==> config.mk <==
export PLATFORM = sky130hd
export DESIGN_NAME = branch_flush_controller
export DESIGN_NICKNAME = d
export VERILOG_FILES = /design/src/rtl/branch_flush_controller_pkg.sv /design/src/rtl/branch_flush_controller_branch_info_table.sv /design/src/rtl/branch_flush_controller.sv
export SDC_FILE = /design/constraint.sdc
export NUM_CORES = 1
export LEC_CHECK = 0
export CORE_ASPECT_RATIO = 1.25
export CORE_MARGIN = 2
export CORE_UTILIZATION = 59
export CTS_CLUSTER_SIZE = 28
export DETAILED_ROUTE_END_ITERATION = 12
export GPL_TIMING_DRIVEN = 0
export PLACE_DENSITY = 0.79
export SYNTH_ARGS = -nofsm -noshare
export SYNTH_HDL_FRONTEND = slang
export SYNTH_SLANG_ARGS = --single-unit
export TNS_END_PERCENT = 20
==> constraint.sdc <==
create_clock -name clk_in -period 32.7 [get_ports clk_in]
set_input_delay 6.54 -clock clk_in [delete_from_list [all_inputs] [get_ports clk_in]]
set_output_delay 6.54 -clock clk_in [all_outputs]
set_load 0.03 [all_outputs]
==> src/rtl/branch_flush_controller_pkg.sv <==
// Shared definitions for the branch flush controller: ROB sizing, FSM encoding
// and the per-ROB-entry branch record.
package branch_flush_controller_pkg;

  localparam int unsigned ROB_IDX_W = 4;
  localparam int unsigned ROB_SIZE  = 32'd1 << ROB_IDX_W;
  localparam int unsigned DATA_W    = 32;
  localparam int unsigned CNT_W     = 4;   // holds FLUSH_CYCLES-1 for FLUSH_CYCLES up to 15

  typedef enum logic [1:0] {
    ST_IDLE  = 2'd0,
    ST_FLUSH = 2'd1,
    ST_DRAIN = 2'd2
  } state_e;

  typedef struct packed {
    logic              pred_taken;
    logic              resolved;
    logic              mispredict;
    logic [DATA_W-1:0] target;
  } bit_entry_t;

endpackage

==> src/rtl/branch_flush_controller_branch_info_table.sv <==
// Per-ROB-entry branch record storage.
// Ports: clk_in/rst_in; issue write port (issue_we_i, issue_id_i, issue_pred_i);
// BCU write port (bcu_we_i, bcu_id_i, bcu_taken_i, bcu_value_i); clear_all_i wipes
// resolved/mispredict in every entry; combinational read port (rd_id_i -> rd_entry_c_o).
module branch_info_table
  import branch_flush_controller_pkg::*;
#(
  parameter int unsigned TBL_IDX_W = 4
) (
  input  logic                 clk_in,
  input  logic                 rst_in,
  input  logic                 issue_we_i,
  input  logic [TBL_IDX_W-1:0] issue_id_i,
  input  logic                 issue_pred_i,
  input  logic                 bcu_we_i,
  input  logic [TBL_IDX_W-1:0] bcu_id_i,
  input  logic                 bcu_taken_i,
  input  logic [DATA_W-1:0]    bcu_value_i,
  input  logic                 clear_all_i,
  input  logic [TBL_IDX_W-1:0] rd_id_i,
  output bit_entry_t           rd_entry_c_o
);

  localparam int unsigned TBL_SIZE = 32'd1 << TBL_IDX_W;

  bit_entry_t tbl_q [TBL_SIZE];
  bit_entry_t tbl_d [TBL_SIZE];

  logic issue_hit;
  logic bcu_hit;

  // Id 0 is the "no entry" encoding and is never written; an issue to the
  // same id as a BCU result in the same cycle takes priority.
  assign issue_hit = issue_we_i && (issue_id_i != '0);
  assign bcu_hit   = bcu_we_i && (bcu_id_i != '0) && !(issue_hit && (issue_id_i == bcu_id_i));

  // Next-state for the whole table.
  always_comb begin
    tbl_d = tbl_q;
    if (bcu_hit) begin
      tbl_d[bcu_id_i].resolved   = 1'b1;
      tbl_d[bcu_id_i].target     = bcu_value_i;
      tbl_d[bcu_id_i].mispredict = (bcu_taken_i != tbl_q[bcu_id_i].pred_taken);
    end
    if (issue_hit) begin
      tbl_d[issue_id_i].pred_taken = issue_pred_i;
      tbl_d[issue_id_i].resolved   = 1'b0;
      tbl_d[issue_id_i].mispredict = 1'b0;
    end
    // Flush entry invalidates every outstanding result, including any landing now.
    if (clear_all_i) begin
      for (int i = 0; i < int'(TBL_SIZE); i++) begin
        tbl_d[i].resolved   = 1'b0;
        tbl_d[i].mispredict = 1'b0;
      end
    end
  end

  always_ff @(posedge clk_in or posedge rst_in) begin
    if (rst_in) begin
      for (int i = 0; i < int'(TBL_SIZE); i++) begin
        tbl_q[i] <= '0;
      end
    end else begin
      tbl_q <= tbl_d;
    end
  end

  // Reads the registered table only: no bypass from a same-cycle BCU write.
  assign rd_entry_c_o = tbl_q[rd_id_i];

endmodule

==> src/rtl/branch_flush_controller.sv <==
// Branch resolution sequencer: records predictions at issue, captures BCU
// outcomes, and on commit of a mispredicted branch runs flush -> drain recovery.
// Ports: clk_in/rst_in; issue_* (branch issue), bcu_* (resolution result),
// commit_* (ROB commit); outputs flush_out, stall_out, redirect_valid/pc,
// bp_update_valid/pc/taken -- all registered.
module branch_flush_controller
  import branch_flush_controller_pkg::*;
#(
  parameter int unsigned ROB_IDX_W    = branch_flush_controller_pkg::ROB_IDX_W,
  parameter int unsigned FLUSH_CYCLES = 2
) (
  input  logic                 clk_in,
  input  logic                 rst_in,
  input  logic                 issue_valid,
  input  logic [ROB_IDX_W-1:0] issue_rob_id,
  input  logic                 issue_pred_taken,
  input  logic [ROB_IDX_W-1:0] bcu_rob_id,
  input  logic                 bcu_taken,
  input  logic [DATA_W-1:0]    bcu_value,
  input  logic                 commit_valid,
  input  logic [ROB_IDX_W-1:0] commit_rob_id,
  input  logic                 commit_is_branch,
  input  logic [DATA_W-1:0]    commit_pc,
  output logic                 flush_out,
  output logic                 stall_out,
  output logic                 redirect_valid,
  output logic [DATA_W-1:0]    redirect_pc,
  output logic                 bp_update_valid,
  output logic [DATA_W-1:0]    bp_update_pc,
  output logic                 bp_update_taken
);

  state_e            state_q, state_d;
  logic [CNT_W-1:0]  cnt_q, cnt_d;

  logic              flush_q, flush_d;
  logic              stall_q, stall_d;
  logic              redirect_valid_q, redirect_valid_d;
  logic [DATA_W-1:0] redirect_pc_q, redirect_pc_d;
  logic              bp_valid_q, bp_valid_d;
  logic [DATA_W-1:0] bp_pc_q, bp_pc_d;
  logic              bp_taken_q, bp_taken_d;

  logic       accept;
  logic       commit_br;
  logic       commit_mis;
  bit_entry_t rd_entry;

  // All inputs are dropped while recovering.
  assign accept     = (state_q == ST_IDLE);
  assign commit_br  = accept && commit_valid && commit_is_branch;
  // An unresolved entry is treated as correctly predicted.
  assign commit_mis = commit_br && rd_entry.resolved && rd_entry.mispredict;

  branch_info_table #(
    .TBL_IDX_W (ROB_IDX_W)
  ) u_table (
    .clk_in       (clk_in),
    .rst_in       (rst_in),
    .issue_we_i   (accept && issue_valid),
    .issue_id_i   (issue_rob_id),
    .issue_pred_i (issue_pred_taken),
    .bcu_we_i     (accept),
    .bcu_id_i     (bcu_rob_id),
    .bcu_taken_i  (bcu_taken),
    .bcu_value_i  (bcu_value),
    .clear_all_i  (commit_mis),
    .rd_id_i      (commit_rob_id),
    .rd_entry_c_o (rd_entry)
  );

  // State and flush counter registers.
  always_ff @(posedge clk_in or posedge rst_in) begin
    if (rst_in) begin
      state_q <= ST_IDLE;
      cnt_q   <= '0;
    end else begin
      state_q <= state_d;
      cnt_q   <= cnt_d;
    end
  end

  // Next-state: FLUSH holds for FLUSH_CYCLES cycles, DRAIN for one.
  always_comb begin
    state_d = state_q;
    cnt_d   = cnt_q;
    case (state_q)
      ST_IDLE: begin
        if (commit_mis) begin
          state_d = ST_FLUSH;
          cnt_d   = CNT_W'(FLUSH_CYCLES - 1);
        end
      end
      ST_FLUSH: begin
        if (cnt_q == '0) begin
          state_d = ST_DRAIN;
        end else begin
          cnt_d = cnt_q - CNT_W'(1);
        end
      end
      ST_DRAIN: state_d = ST_IDLE;
      default:  state_d = ST_IDLE;
    endcase
  end

  // Output next values; registered below so they track state_d one edge later.
  always_comb begin
    flush_d          = (state_d == ST_FLUSH);
    stall_d          = (state_d != ST_IDLE);
    redirect_valid_d = commit_mis;
    redirect_pc_d    = commit_mis ? rd_entry.target : '0;
    bp_valid_d       = commit_br;
    bp_pc_d          = commit_br ? commit_pc : '0;
    // Stored direction: the prediction, flipped if resolved as mispredicted.
    bp_taken_d       = commit_br &&
                       (rd_entry.pred_taken ^ (rd_entry.resolved && rd_entry.mispredict));
  end

  always_ff @(posedge clk_in or posedge rst_in) begin
    if (rst_in) begin
      flush_q          <= 1'b0;
      stall_q          <= 1'b0;
      redirect_valid_q <= 1'b0;
      redirect_pc_q    <= '0;
      bp_valid_q       <= 1'b0;
      bp_pc_q          <= '0;
      bp_taken_q       <= 1'b0;
    end else begin
      flush_q          <= flush_d;
      stall_q          <= stall_d;
      redirect_valid_q <= redirect_valid_d;
      redirect_pc_q    <= redirect_pc_d;
      bp_valid_q       <= bp_valid_d;
      bp_pc_q          <= bp_pc_d;
      bp_taken_q       <= bp_taken_d;
    end
  end

  assign flush_out       = flush_q;
  assign stall_out       = stall_q;
  assign redirect_valid  = redirect_valid_q;
  assign redirect_pc     = redirect_pc_q;
  assign bp_update_valid = bp_valid_q;
  assign bp_update_pc    = bp_pc_q;
  assign bp_update_taken = bp_taken_q;

endmodule

==> impl_metrics.json, run 1 <==
{
  "cts.sinks": 635,
  "die_height_um": 247,
  "post_synth_num_cell_types": 55,
  "clock_path_buffers": 3,
  "boundaryPins": 152,
  "synth_simple_gate_area_share_pct": 14.3,
  "crit_arrival_ns": 9.66,
  "drt_iter0_drc": 1900,
  "vdd_ir_drop_max_mv": 0.0451,
  "leading_cell_type_in_the_layout_fill_and_taps_excluded": "sky130_fd_sc_hd__nand2_1",
  "post_cts_buffers": 0,
  "holdCritPathClass": "reg2reg",
  "critPathRequiredTime_ns": 33.22,
  "min_delay_path_depth": 1,
  "timing.slew.headroom_pct": 26.4,
  "postSynthNetCount": 2366,
  "synth_area_in_adders_pct": 0.0897,
  "post_synth_xor_area_fraction_pct": 0.269,
  "rows": 89,
  "filler_cell_count": 3221,
  "setup-tns-final_ns": 0,
  "crit_fanout": 10,
  "die-width_um": 199,
  "grt_remaining_overflow": 0,
  "main_combinational_cell_family_by_area_after_synthesis": "multiplexers",
  "grt_start_max_net_pins": 141,
  "critPathSlowestCell": "sky130_fd_sc_hd__nor4_4",
  "finalHoldViolations": 0,
  "clock-skew-final_ns": 0.0135,
  "detail_route.wirelength_mm": 73.5,
  "grt_util_all_layers_pct": 31.4,
  "synth_edf_count": 0,
  "cap_violations": 0,
  "yosys_warnings": 0,
  "post-synth-top-area-fraction_pct": 56.9,
  "io_buffers": 146,
  "root_buffer": "sky130_fd_sc_hd__clkbuf_16",
  "placed_cell_area_um2": 30300,
  "layout-drive-gt1-share_pct": 21.9,
  "worst-path-buf-inv": 2,
  "rsz0062_at_grt": "false",
  "cts_made_buffers": 58,
  "worst_slack_ns": 23.56,
  "cts_tree": "done",
  "detail_route.wl_per_cell_um": 23.2,
  "cts-hold-fix-buffers": 0,
  "cts.htree.levels": 2,
  "finalWeightedCongestion": 0.890,
  "area_overhead_vs_synth_pct": 15.6,
  "place.detailed.hpwl_mm": 48.6,
  "initial_core_utilization_pct": 59.4,
  "yosys-mux-area-fraction_pct": 23.4,
  "finalCriticalPeriod_ns": 9.14,
  "design.core.area_um2": 47000,
  "category_of_the_worst_setup_path_launch_point": "input port",
  "timing.final.setup_violations": 0,
  "powerDensity_nw_per_um2": 83.0,
  "first_pass_iters": 5,
  "postCtsResizedCells": 0,
  "path_delay_family": "simple AND/OR/NAND/NOR gates",
  "remaining_number_of_nets_flagged_by_the_antenna_check_after_routing": 0,
  "number_of_global_route_vias_before_repair": 20600,
  "finalCoreUtilization_pct": 68.7,
  "synth-compound-area-share_pct": 1.38,
  "timing.final.crit_share_pct": 28.0,
  "synth.cell_area_um2": 27900,
  "synth-async-reset-ratio_pct": 100,
  "finish.net_count": 2577,
  "worst_setup_path_end_kind": "flop",
  "criticalPathCategory": "in2reg",
  "global_route_wire_length_before_repair_mm": 116,
  "synth_top_cell_by_area": "sky130_fd_sc_hd__dfrtp_1",
  "result_of_the_run": "finished, final reports clean",
  "drv_slew": 0,
  "synthTopCellsByArea": "sky130_fd_sc_hd__dfrtp_1, sky130_fd_sc_hd__mux4_2, sky130_fd_sc_hd__nand2_1, sky130_fd_sc_hd__mux2_2, sky130_fd_sc_hd__clkbuf_1",
  "tightestPinTransition_ns": 1.10,
  "avgSynthCellArea_um2": 12.2,
  "synth-seq-area-share_pct": 56.9,
  "clock_edge_transition_at_the_registers_on_the_reported_setup_and_hold_paths_ns": 0.06,
  "pre_cts_slack_ns": 23.01,
  "crit_path_cell_trace": "clkdlybuf4s50_1 -> mux4_2 -> and3b_1 -> nor4_4 -> clkbuf_1 -> and3_1",
  "viasPerCell": 6.08,
  "total_drc_errors_in_the_routed_layout": 0,
  "critical-path-max-stage-delay_ns": 0.88,
  "clk_latency_ns": 0.61,
  "worstSetupPathDepth": 6,
  "initial_antenna_violation_count": 0,
  "synth_cells": 2281,
  "total_leakage_power_uw": 0.0150,
  "register_to_register_path_depth": 6,
  "hold_ws_ns": 0.456,
  "via_count": 19300,
  "ys.flop_type": "sky130_fd_sc_hd__dfrtp_1",
  "die_area_um2": 49100,
  "max_freq_ghz": 0.109,
  "ys_ff_latch": 635,
  "most_used_cells_in_the_layout_excluding_fill_and_tap_cells": "sky130_fd_sc_hd__nand2_1, sky130_fd_sc_hd__dfrtp_1, sky130_fd_sc_hd__mux2_2",
  "post_route_design_area_um2": 32300,
  "n_antenna_cell": 0
}
[where the power goes]
part	internal [µW]	switching (µW)	leakage [µW]
clock network	400	295	0.000979
logic	378	305	0.00604
registers	1120	180	0.00798
total	1900	781	0.0150
[registers in the layout, indices dropped and copies added (netlist names)]
signal,cells
cnt_q,4
flush_out,1
bp_update_pc,32
state_q,2
stall_out,1
redirect_valid,1
redirect_pc,32
u_table.tbl_q,560
bp_update_taken,1
bp_update_valid,1
[through the flow]
stage | instances | total power [µW]
floorplan | 2281 | 1780
global placement | 3064 | 1920
detailed placement | 3069 | 1980
CTS | 3174 | 2680
global route | 3174 | 2810
finish | 3174 | 2680
[synth_stat cells, types with 2 or more instances]
cell	number
sky130_fd_sc_hd__mux4_2	170
sky130_fd_sc_hd__a31oi_1	4
sky130_fd_sc_hd__mux2_1	34
sky130_fd_sc_hd__mux2_2	206
sky130_fd_sc_hd__a2111oi_2	2
sky130_fd_sc_hd__nor2_2	3
sky130_fd_sc_hd__o21ai_0	18
sky130_fd_sc_hd__or2_2	2
sky130_fd_sc_hd__dfrtp_1	635
sky130_fd_sc_hd__inv_1	10
sky130_fd_sc_hd__nand4b_1	2
sky130_fd_sc_hd__nor2b_1	6
sky130_fd_sc_hd__nand2b_1	2
sky130_fd_sc_hd__xnor2_2	3
sky130_fd_sc_hd__and3_1	36
sky130_fd_sc_hd__a2111oi_0	2
sky130_fd_sc_hd__nand3_4	3
sky130_fd_sc_hd__nand3b_1	3
sky130_fd_sc_hd__xor2_1	2
sky130_fd_sc_hd__nand2_1	798
sky130_fd_sc_hd__nor3_1	8
sky130_fd_sc_hd__o211a_1	2
sky130_fd_sc_hd__nand3_1	13
sky130_fd_sc_hd__and2_1	37
sky130_fd_sc_hd__buf_6	21
sky130_fd_sc_hd__ha_1	2
sky130_fd_sc_hd__o311ai_0	2
sky130_fd_sc_hd__buf_4	4
sky130_fd_sc_hd__clkbuf_1	138
sky130_fd_sc_hd__a21oi_1	4
sky130_fd_sc_hd__nor4_1	3
sky130_fd_sc_hd__buf_2	37
sky130_fd_sc_hd__nand2_2	2
sky130_fd_sc_hd__o22ai_1	2
sky130_fd_sc_hd__nor2_1	37
sky130_fd_sc_hd__a211oi_1	9
[layout make-up]
type                    instances  area (µm²)  area share, %
flip-flops and latches        635       15900           49.2
multi-input cells            1435       11000           34.1
clock buffers                  88        1790           5.54
repair buffers                151        1600           4.96
plain buffers                 200         970           3.01
well taps                     637         797           2.47
clock inverters                17         170          0.527
inverters                      11        48.8          0.151
[metal layers]
metal	wire length [µm]	vias up	GRT usage, %
met2	36200	1073	51.9
met4	3960	0	16.0
met5	0	-	0
met1	27100	9829	40.1
met3	6230	278	5.77
li1	-	8123	-
[final timing paths]
| kind | startpoint | to | slack, ns |
|---|---|---|---|
| min | u_table.tbl_q[539]$_DFFE_PP0P_ | u_table.tbl_q[539]$_DFFE_PP0P_ | 0.46 |
| max reg2reg | u_table.tbl_q[418]$_DFF_PP0_ | redirect_pc[19]$_DFF_PP0_ | 29.69 |
| min in group asynchronous | rst_in | redirect_pc[28]$_DFF_PP0_ | 6.46 |
| max in group asynchronous | rst_in | u_table.tbl_q[469]$_DFFE_PP0P_ | 24.92 |
| min reg2reg | u_table.tbl_q[539]$_DFFE_PP0P_ | u_table.tbl_q[539]$_DFFE_PP0P_ | 0.46 |
| max | commit_rob_id[0] | redirect_pc[19]$_DFF_PP0_ | 23.56 |
[cell families (layout without fill, tap and decap cells)]
kind of cell / count (synthesis) / after routing
flip-flops: 635 / 635
adder cells (fa/ha/maj): 2 / 2
AO/OA/AOI/OAI: 53 / 53
multiplexers: 411 / 411
buffers and inverters: 211 / 467
AND/OR/NAND/NOR: 963 / 963
XOR/XNOR: 6 / 6
(Power assumes the default switching activity.)
==> run 2, diff against run 1 <==
CORE_UTILIZATION = 54   (was 59)
PLACE_DENSITY = 0.76   (was 0.79)
clock period = 8.3 ns   (was 32.7 ns; I/O delays follow)
==> run 2 against run 1 <==
Net effect:
- wire length rose by 2.3%
- count of clock-buffer cells in the layout fell by 4
- power rose to 4.0 times the previous value
- largest cell class unchanged
- non-clock buffer count rose by 12
- sequential power rose to 4.0 times the previous value
- global-route usage fell by 2.9 points
- clock skew rose by 0.011 ns
- via count fell by 0.66%
==> impl_metrics.json, run 2 (synthesis results as in run 1) <==
{
  "clock_edge_transition_at_the_registers_on_the_reported_setup_and_hold_paths_ns": 0.06,
  "via_count": 19200,
  "io_buffers": 146,
  "cts.sinks": 635,
  "critPathRequiredTime_ns": 8.84,
  "place.detailed.hpwl_mm": 50.6,
  "vdd_ir_drop_max_mv": 0.181,
  "rsz0062_at_grt": "false",
  "global_route_wire_length_before_repair_mm": 117,
  "finish.net_count": 2590,
  "crit_path_cell_trace": "clkdlybuf4s50_1 -> mux4_2 -> and3b_1 -> nor4_4 -> clkbuf_1 -> and3_1",
  "crit_fanout": 10,
  "clock_path_buffers": 3,
  "tightestPinTransition_ns": 1.10,
  "area_overhead_vs_synth_pct": 16.7,
  "grt_util_all_layers_pct": 28.5,
  "remaining_number_of_nets_flagged_by_the_antenna_check_after_routing": 0,
  "category_of_the_worst_setup_path_launch_point": "input port",
  "initial_antenna_violation_count": 1,
  "post_route_design_area_um2": 32600,
  "post_cts_buffers": 0,
  "total_leakage_power_uw": 0.0151,
  "cts-hold-fix-buffers": 0,
  "viasPerCell": 5.96,
  "finalWeightedCongestion": 0.866,
  "die_area_um2": 53500,
  "boundaryPins": 152,
  "clk_latency_ns": 0.64,
  "routed.top_layer": "met4",
  "worst_setup_path_end_kind": "flop",
  "worst-path-buf-inv": 2,
  "finalHoldViolations": 0,
  "initial_core_utilization_pct": 54.4,
  "filler_cell_count": 3665,
  "cap_violations": 0,
  "largest_register_ff_count": 560,
  "leading_cell_type_in_the_layout_fill_and_taps_excluded": "sky130_fd_sc_hd__nand2_1",
  "timing.final.setup_violations": 0,
  "cts_tree": "done",
  "path_delay_family": "simple AND/OR/NAND/NOR gates",
  "powerDensity_nw_per_um2": 328,
  "result_of_the_run": "finished, final reports clean",
  "met3RoutedLength_mm": 5.99,
  "setup-tns-final_ns": 0,
  "finalCriticalPeriod_ns": 4.25,
  "final_cells": 3215,
  "design.core.area_um2": 51300,
  "critical-path-max-stage-delay_ns": 0.89,
  "criticalPathCategory": "in2reg",
  "detail_route.wl_per_cell_um": 23.4,
  "cts_made_buffers": 59,
  "cts.htree.levels": 2,
  "max_flop_register": "u_table.tbl_q",
  "grt_remaining_overflow": 0,
  "die_height_um": 258,
  "rows": 93,
  "n_antenna_cell": 0,
  "total_drc_errors_in_the_routed_layout": 0,
  "crit_arrival_ns": 4.79,
  "root_buffer": "sky130_fd_sc_hd__clkbuf_16",
  "detail_route.wirelength_mm": 75.3,
  "holdCritPathClass": "reg2reg",
  "drt_iter0_drc": 1827,
  "postCtsResizedCells": 0,
  "most_used_cells_in_the_layout_excluding_fill_and_tap_cells": "sky130_fd_sc_hd__nand2_1, sky130_fd_sc_hd__dfrtp_1, sky130_fd_sc_hd__mux2_2",
  "placed_cell_area_um2": 30500,
  "timing.slew.headroom_pct": 26.5,
  "number_of_global_route_vias_before_repair": 20400,
  "wl_met2_mm": 37.4,
  "finalCoreUtilization_pct": 63.5,
  "clock-skew-final_ns": 0.0243,
  "die-width_um": 207,
  "max_freq_ghz": 0.235,
  "power_uw": 10700,
  "first_pass_iters": 6,
  "area_of_combinational_cells_with_multiple_inputs_um2": 11000,
  "place_inst": 3109,
  "drt-met1-wl_mm": 28.0,
  "timing.final.crit_share_pct": 51.2,
  "layout-drive-gt1-share_pct": 22.3,
  "drv_slew": 0,
  "critPathSlowestCell": "sky130_fd_sc_hd__nor4_4",
  "grt_start_max_net_pins": 46,
  "area.sequential_um2": 15900
}
[run 2: cell types whose count changed in the layout (fill, tap and decap cells not counted), sizes merged]
cell,delta
buf,+12
inv,-1
clkinvlp,+2
clkbuf,-4
bufinv,+4
[run 2: final timing paths]
path | start | end | slack [ns] | cells past startpoint
setup / recovery | commit_rob_id[0] | redirect_pc[11]$_DFF_PP0_ | 4.05 | 6
hold / removal | u_table.tbl_q[535]$_DFFE_PP0P_ | u_table.tbl_q[535]$_DFFE_PP0P_ | 0.45 | 1
setup reg to reg | state_q[0]$_DFF_PP0_ | u_table.tbl_q[299]$_DFFE_PP0P_ | 5.26 | 8
hold reg to reg | u_table.tbl_q[535]$_DFFE_PP0P_ | u_table.tbl_q[535]$_DFFE_PP0P_ | 0.45 | 1
max in group asynchronous | rst_in | u_table.tbl_q[162]$_DFFE_PP0P_ | 5.53 | 6
min in group asynchronous | rst_in | bp_update_pc[7]$_DFF_PP0_ | 1.42 | 2
[run 2: metal layers]
| layer | GRT usage, % | up-vias |
|---|---|---|
| met3 | 6.76 | 234 |
| li1 | - | 8162 |
| met1 | 35.7 | 9888 |
| met4 | 13.9 | 0 |
| met2 | 47.1 | 891 |
| met5 | 0 | - |
[run 2: area by class of cell]
type                            instances  share of cell area [%]
Multi-Input combinational cell       1435                    33.8
Timing Repair Buffer                  163                    5.53
Clock buffer                           84                    5.26
Tap cell                              665                    2.56
Clock inverter                         22                   0.941
Sequential cell                       635                    48.8
Inverter                               11                   0.138
Buffer                                200                    2.98
[run 2: report_power, final]
part | internal (µW) | switching (µW) | total (µW)
combinational | 1500 | 1210 | 2710
sequential | 4420 | 718 | 5140
clock | 1650 | 1190 | 2840
[run 2: stage by stage]
stage	hold slack (ns)	worst slack (ns)
after floorplan	0.425	-2.03
after global placement	0.435	-5.22
after detailed placement	0.443	3.51
after CTS	0.458	4.14
after global routing	0.468	4.08
final	0.455	4.05
